===== config.mk =====
export PLATFORM = sky130hd
export DESIGN_NAME = tl_lane_queue
export DESIGN_NICKNAME = d
export VERILOG_FILES = /design/src/rtl/tl_lane_queue.sv
export SDC_FILE = /design/constraint.sdc
export NUM_CORES = 1
export LEC_CHECK = 0
export CORE_AREA = 2 2 39 41
export CTS_BUF_LIST = sky130_fd_sc_hd__clkbuf_8
export DETAILED_ROUTE_END_ITERATION = 8
export DIE_AREA = 0 0 41 43
export SLEW_MARGIN = 40
export SYNTH_ARGS = -nofsm -noshare
export SYNTH_HDL_FRONTEND = slang
export SYNTH_SLANG_ARGS = --single-unit

===== constraint.sdc =====
create_clock -name clk -period 5.1 [get_ports clk]
set_input_delay 1.02 -clock clk [delete_from_list [all_inputs] [get_ports clk]]
set_output_delay 1.02 -clock clk [all_outputs]
set_load 0.005 [all_outputs]

===== src/rtl/tl_lane_queue.sv =====
// rtl/tl_lane_queue.sv - one vehicle queue: saturating occupancy plus a post-departure gap timer
module tl_lane_queue #(
  parameter int  QMAX = 7,
  parameter int  GAP  = 2,
  localparam int CW   = $clog2(QMAX + 1)
) (
  input  logic          clk,
  input  logic          reset,
  input  logic          permit,
  input  logic          arr,
  output logic [CW-1:0] count,
  output logic          t,
  output logic          dep,
  output logic          drop
);

  localparam int GW = $clog2(GAP + 1);

  logic [CW-1:0] r_count;
  logic [GW-1:0] r_gap;
  logic          r_dep;
  logic          w_dep_ok;
  logic          w_full;

  assign w_full   = (r_count == CW'(QMAX));
  assign w_dep_ok = permit && (r_count != '0) && (r_gap == '0);
  // a departing vehicle frees its slot in the same cycle, so a full queue can still accept
  assign drop     = arr && !w_dep_ok && w_full;

  always_ff @(posedge clk) begin
    if (reset) begin
      r_count <= '0;
      r_gap   <= '0;
      r_dep   <= 1'b0;
    end else begin
      r_dep <= w_dep_ok;
      if (w_dep_ok) begin
        r_gap <= GW'(GAP);
      end else if (r_gap != '0) begin
        r_gap <= r_gap - GW'(1);
      end
      if (arr && !w_dep_ok && !w_full) begin
        r_count <= r_count + CW'(1);
      end else if (w_dep_ok && !arr) begin
        r_count <= r_count - CW'(1);
      end
    end
  end

  assign count = r_count;
  assign t     = (r_count != '0);
  assign dep   = r_dep;

endmodule


* Word level (Yosys, flattened, before mapping)
Cells that the tools add are included.
** Storage, ports and cells
- Flip-flop bits (word level) :: 6
- Input port bits :: 4
- Output and inout port bits :: 6
- Word-level logic and storage cells :: 27
** Operators by class
- Add/sub/neg operators :: 3
- Equal/unequal tests :: 1
- Muxes and demuxes :: 4
- Reductions and logical operators :: 15
** Operator list (number)
- 1-bit logical AND :: 6
- 3-bit 2-to-1 mux :: 2
- 2-bit nonzero test :: 3
- 2-bit 2-to-1 mux :: 2
- 3-bit by 1-bit adder with 3-bit output (second input constant) :: 1
- 3-bit == test (second input constant) :: 1
- 1-bit logical NOT :: 3
- 3-bit nonzero test :: 1
- 3-bit by 1-bit subtractor with 3-bit output (second input constant) :: 1
- 2-bit logical NOT :: 1
- 2-bit OR reduction :: 1
- 2-bit by 1-bit subtractor with 2-bit output (second input constant) :: 1

* Longest topological paths before layout
- Word-level depth :: 7
- Gate-level depth with buffers :: 6
- Gate-level depth less buffers :: 6

* Least setup slack after synthesis
No wires, ideal clock.
- Path kind :: input -> output
- Start :: input permit
- End :: output drop
- Data arrival time :: 1.643 ns
- Slack :: 2.437 ns
- Stages :: 4
- Cell sequence :: or3b_4 -> nand2b_4 -> nand2_1 -> nor2_1
** On the way
- Longest elaborated chain between the ends :: 5
** Ends and longest elaborated chain
- start, declared :: line 9 : input logic permit,
- 1-bit logical AND (2 in series) :: line 26 : assign w_dep_ok = permit && (r_count != '0) && (r_gap == '0);
- 1-bit logical NOT :: line 28 : assign drop = arr && !w_dep_ok && w_full;
- 1-bit logical AND (2 in series) :: line 28
- end, declared :: line 14 : output logic drop
Every way passes these cells.

* Worst setup path in the final report
Ends and elaborated chain as after synthesis.

==> results.py <==
metrics = {
    "run_status": {
        "outcome": "completed",
    },
    "worst_setup_path": {
        "max_stage_delay_ns": 0.45,
        "r2r_slack_ns": 3.00,
        "crit_chain": "clkdlybuf4s50_1, or3b_4, nand2b_4, nand2_1, nor2_1, clkdlybuf4s50_1",
        "r2r_start": "count[1]$_SDFFE_PP0P_",
        "crit_slowest_cell": "clkdlybuf4s50_1",
        "crit_path_end": "drop",
        "critPathMaxFanout": 5,
        "required_ns": 4.08,
        "critPathKind": "in2out",
        "worstSetupStartpointType": "input port",
        "cpMostUsedCell": "clkdlybuf4s50_1",
        "reg2reg_to": "count[2]$_SDFFE_PP0P_",
        "ff2ff_path_depth": 6,
        "crit_path_start": "permit",
        "crit_arrival_ns": 2.58,
        "endpoint_kind": "output port",
    },
    "timing": {
        "finalSetupViolations": 0,
        "relSlewSlack": 0.795,
        "hold_viol_final": 0,
        "fin_skew_ns": 0.00130,
        "drv_slew": 0,
        "setup_tns_ns": 0,
        "max_clock_freq_mhz": 278,
        "grt_setup_unrepaired": "no",
        "finalCritPeriodShare": 0.706,
        "fin_crit_ns": 3.60,
        "worstMarginPinSlew_ns": 0.306,
        "whs_ns": 0.444,
    },
    "cts": {
        "clockBufferDepth": 2,
        "cts.sinks": 6,
        "cts_tree": "done",
        "cts-root-buf": "clkbuf_8",
        "clkLatencyLatePin_ns": 0.22,
        "numCtsBuffers": 3,
        "clk_pin_slew_ns": 0.04,
        "postCtsHoldBufs": 0,
        "htreeDepth": 1,
        "cts_resized": 0,
        "postCtsSetupRepairBufs": 0,
    },
    "place": {
        "port_buffers": 9,
        "dp_hpwl_um": 433,
        "gp_congestion": 0.671,
    },
    "layout": {
        "drive_gt1_frac": 0.250,
        "fillers": 154,
        "syn2layout_area_growth_pct": 44.7,
        "nets": 51,
        "antenna_cells": 0,
    },
    "route": {
        "routed_wl_um": 649,
        "final_antenna_net_count": 0,
        "wl_per_cell_um": 10.8,
        "first_pass_iters": 4,
        "drc_errors": 0,
        "vias": 271,
        "drtIter0Drc": 5,
        "via_per_inst": 4.52,
    },
    "synthesis": {
        "synthTopCellsByCount": "dfxtp_1, nor2_1",
        "synth_top_area_frac": 0.364,
        "synthCells": 33,
        "synth.most_common_cell": "dfxtp_1",
        "syn-num-nets": 38,
        "synth.distinct_cells": 20,
        "syn-cell-area_um2": 330,
        "synth_edf_count": 0,
        "synth_seq_area_share": 0.364,
        "synth.area.top_cells": "dfxtp_1, mux2_4, fa_1",
        "synthFlopType": "dfxtp_1",
        "ys_async_sr_fraction": 0,
        "avgSynthCellArea_um2": 10.0,
        "ys_ff_latch": 6,
        "yosysWarnings": 0,
        "yosys.area.top_type": "dfxtp_1",
    },
    "power": {
        "max-vdd-ir-drop_mv": 0.160,
        "p_per_area_nw_per_um2": 555,
        "p_total_mw": 0.265,
        "p_leak_nw": 0.195,
    },
    "global_route": {
        "grt_pass1_wl_um": 1090,
        "grt_start_max_net_pins": 10,
        "overflow": 0,
        "grt_pass1_vias": 264,
        "antenna_found_initial": 0,
        "grt_use_total": 0.0956,
    },
    "floorplan": {
        "dieArea_um2": 1760,
        "fp.dieW_um": 41,
        "ioPinCount": 10,
        "die_y_um": 43,
        "coreArea_um2": 1380,
        "fp-row-count": 14,
        "start_util": 0.239,
    },
    "hold_path": {
        "hp-class": "reg2reg",
        "min_delay_path_depth": 1,
    },
    "run": {
        "drv_cap": 0,
    },
}
-- critical path, delay by kind of cell --
kind                   cells  cell delay, ns
buffers and inverters      2            0.89
AND/OR/NAND/NOR            4            0.67
-- state kept, by name, summed over array words and instances (netlist names) --
signal,cells
dep,1
count,3
r_gap,2
-- kinds of logic after synthesis --
| kind of cell | synth area share |
|---|---|
| mux | 0.121 |
| compound gates | 0.129 |
| buf+inv | 0.0341 |
| fa+ha+maj | 0.0606 |
| simple gates | 0.292 |
| flops | 0.364 |
-- stage by stage --
stage | cells | utilization | instance area [um^2] | worst slack, ns
after global routing | 60 | 0.345 | 478 | 1.43
after CTS | 60 | 0.345 | 478 | 1.49
after global placement | 57 | 0.316 | 437 | 1.50
after floorplan | 33 | - | 330 | 2.44
final | 60 | 0.345 | 478 | 1.50
after detailed placement | 57 | 0.316 | 437 | 1.52
-- worst min path at each step --
stage | from | endpoint
6_report | r_gap[0]$_SDFFE_PP0P_ | r_gap[0]$_SDFFE_PP0P_
5_1_grt | r_gap[0]$_SDFFE_PP0P_ | r_gap[0]$_SDFFE_PP0P_
4_1_cts | r_gap[0]$_SDFFE_PP0P_ | r_gap[0]$_SDFFE_PP0P_
3_5_place_dp | r_gap[0]$_SDFFE_PP0P_ | r_gap[0]$_SDFFE_PP0P_
3_3_place_gp | r_gap[0]$_SDFFE_PP0P_ | r_gap[0]$_SDFFE_PP0P_
2_1_floorplan | r_gap[0]$_SDFFE_PP0P_ | r_gap[0]$_SDFFE_PP0P_
-- cell type report --
cell class              instances  area (um^2)  area share
inverters                       2         7.51      0.0157
clock buffers                   3         41.3      0.0864
repair buffers                  9         90.1       0.188
flip-flops and latches          6          120       0.251
well taps                      16         20.0      0.0419
multi-input cells              24          199       0.416
-- metal layers --
| layer | part of all wire | up-vias | GRT usage |
|---|---|---|---|
| met1 | 0.50 | 126 | 0.129 |
| met2 | 0.44 | 10 | 0.116 |
| met4 | 0.015 | 0 | 0.100 |
| met3 | 0.045 | 2 | 0.0157 |
| met5 | 0 | - | 0 |
| li1 | - | 133 | - |
-- layout by cell type, fill, tap and decap left out, types with 2 or more instances in the layout --
cell type,n
mux2_4,2
clkdlybuf4s50_1,9
nand2_1,2
nor2_1,4
nor2b_1,2
clkbuf_8,3
dfxtp_1,6
nand2b_1,2
inv_1,2
-- where the power goes --
group	total, mW	leakage, nW	switching [mW]	internal [mW]
Combinational	0.116	0.124	0.0438	0.0724
Sequential	0.0783	0.0493	0.0165	0.0618
Clock	0.0709	0.0216	0.0202	0.0507
Total	0.265	0.195	0.0806	0.185
(Power assumes the default switching activity.)
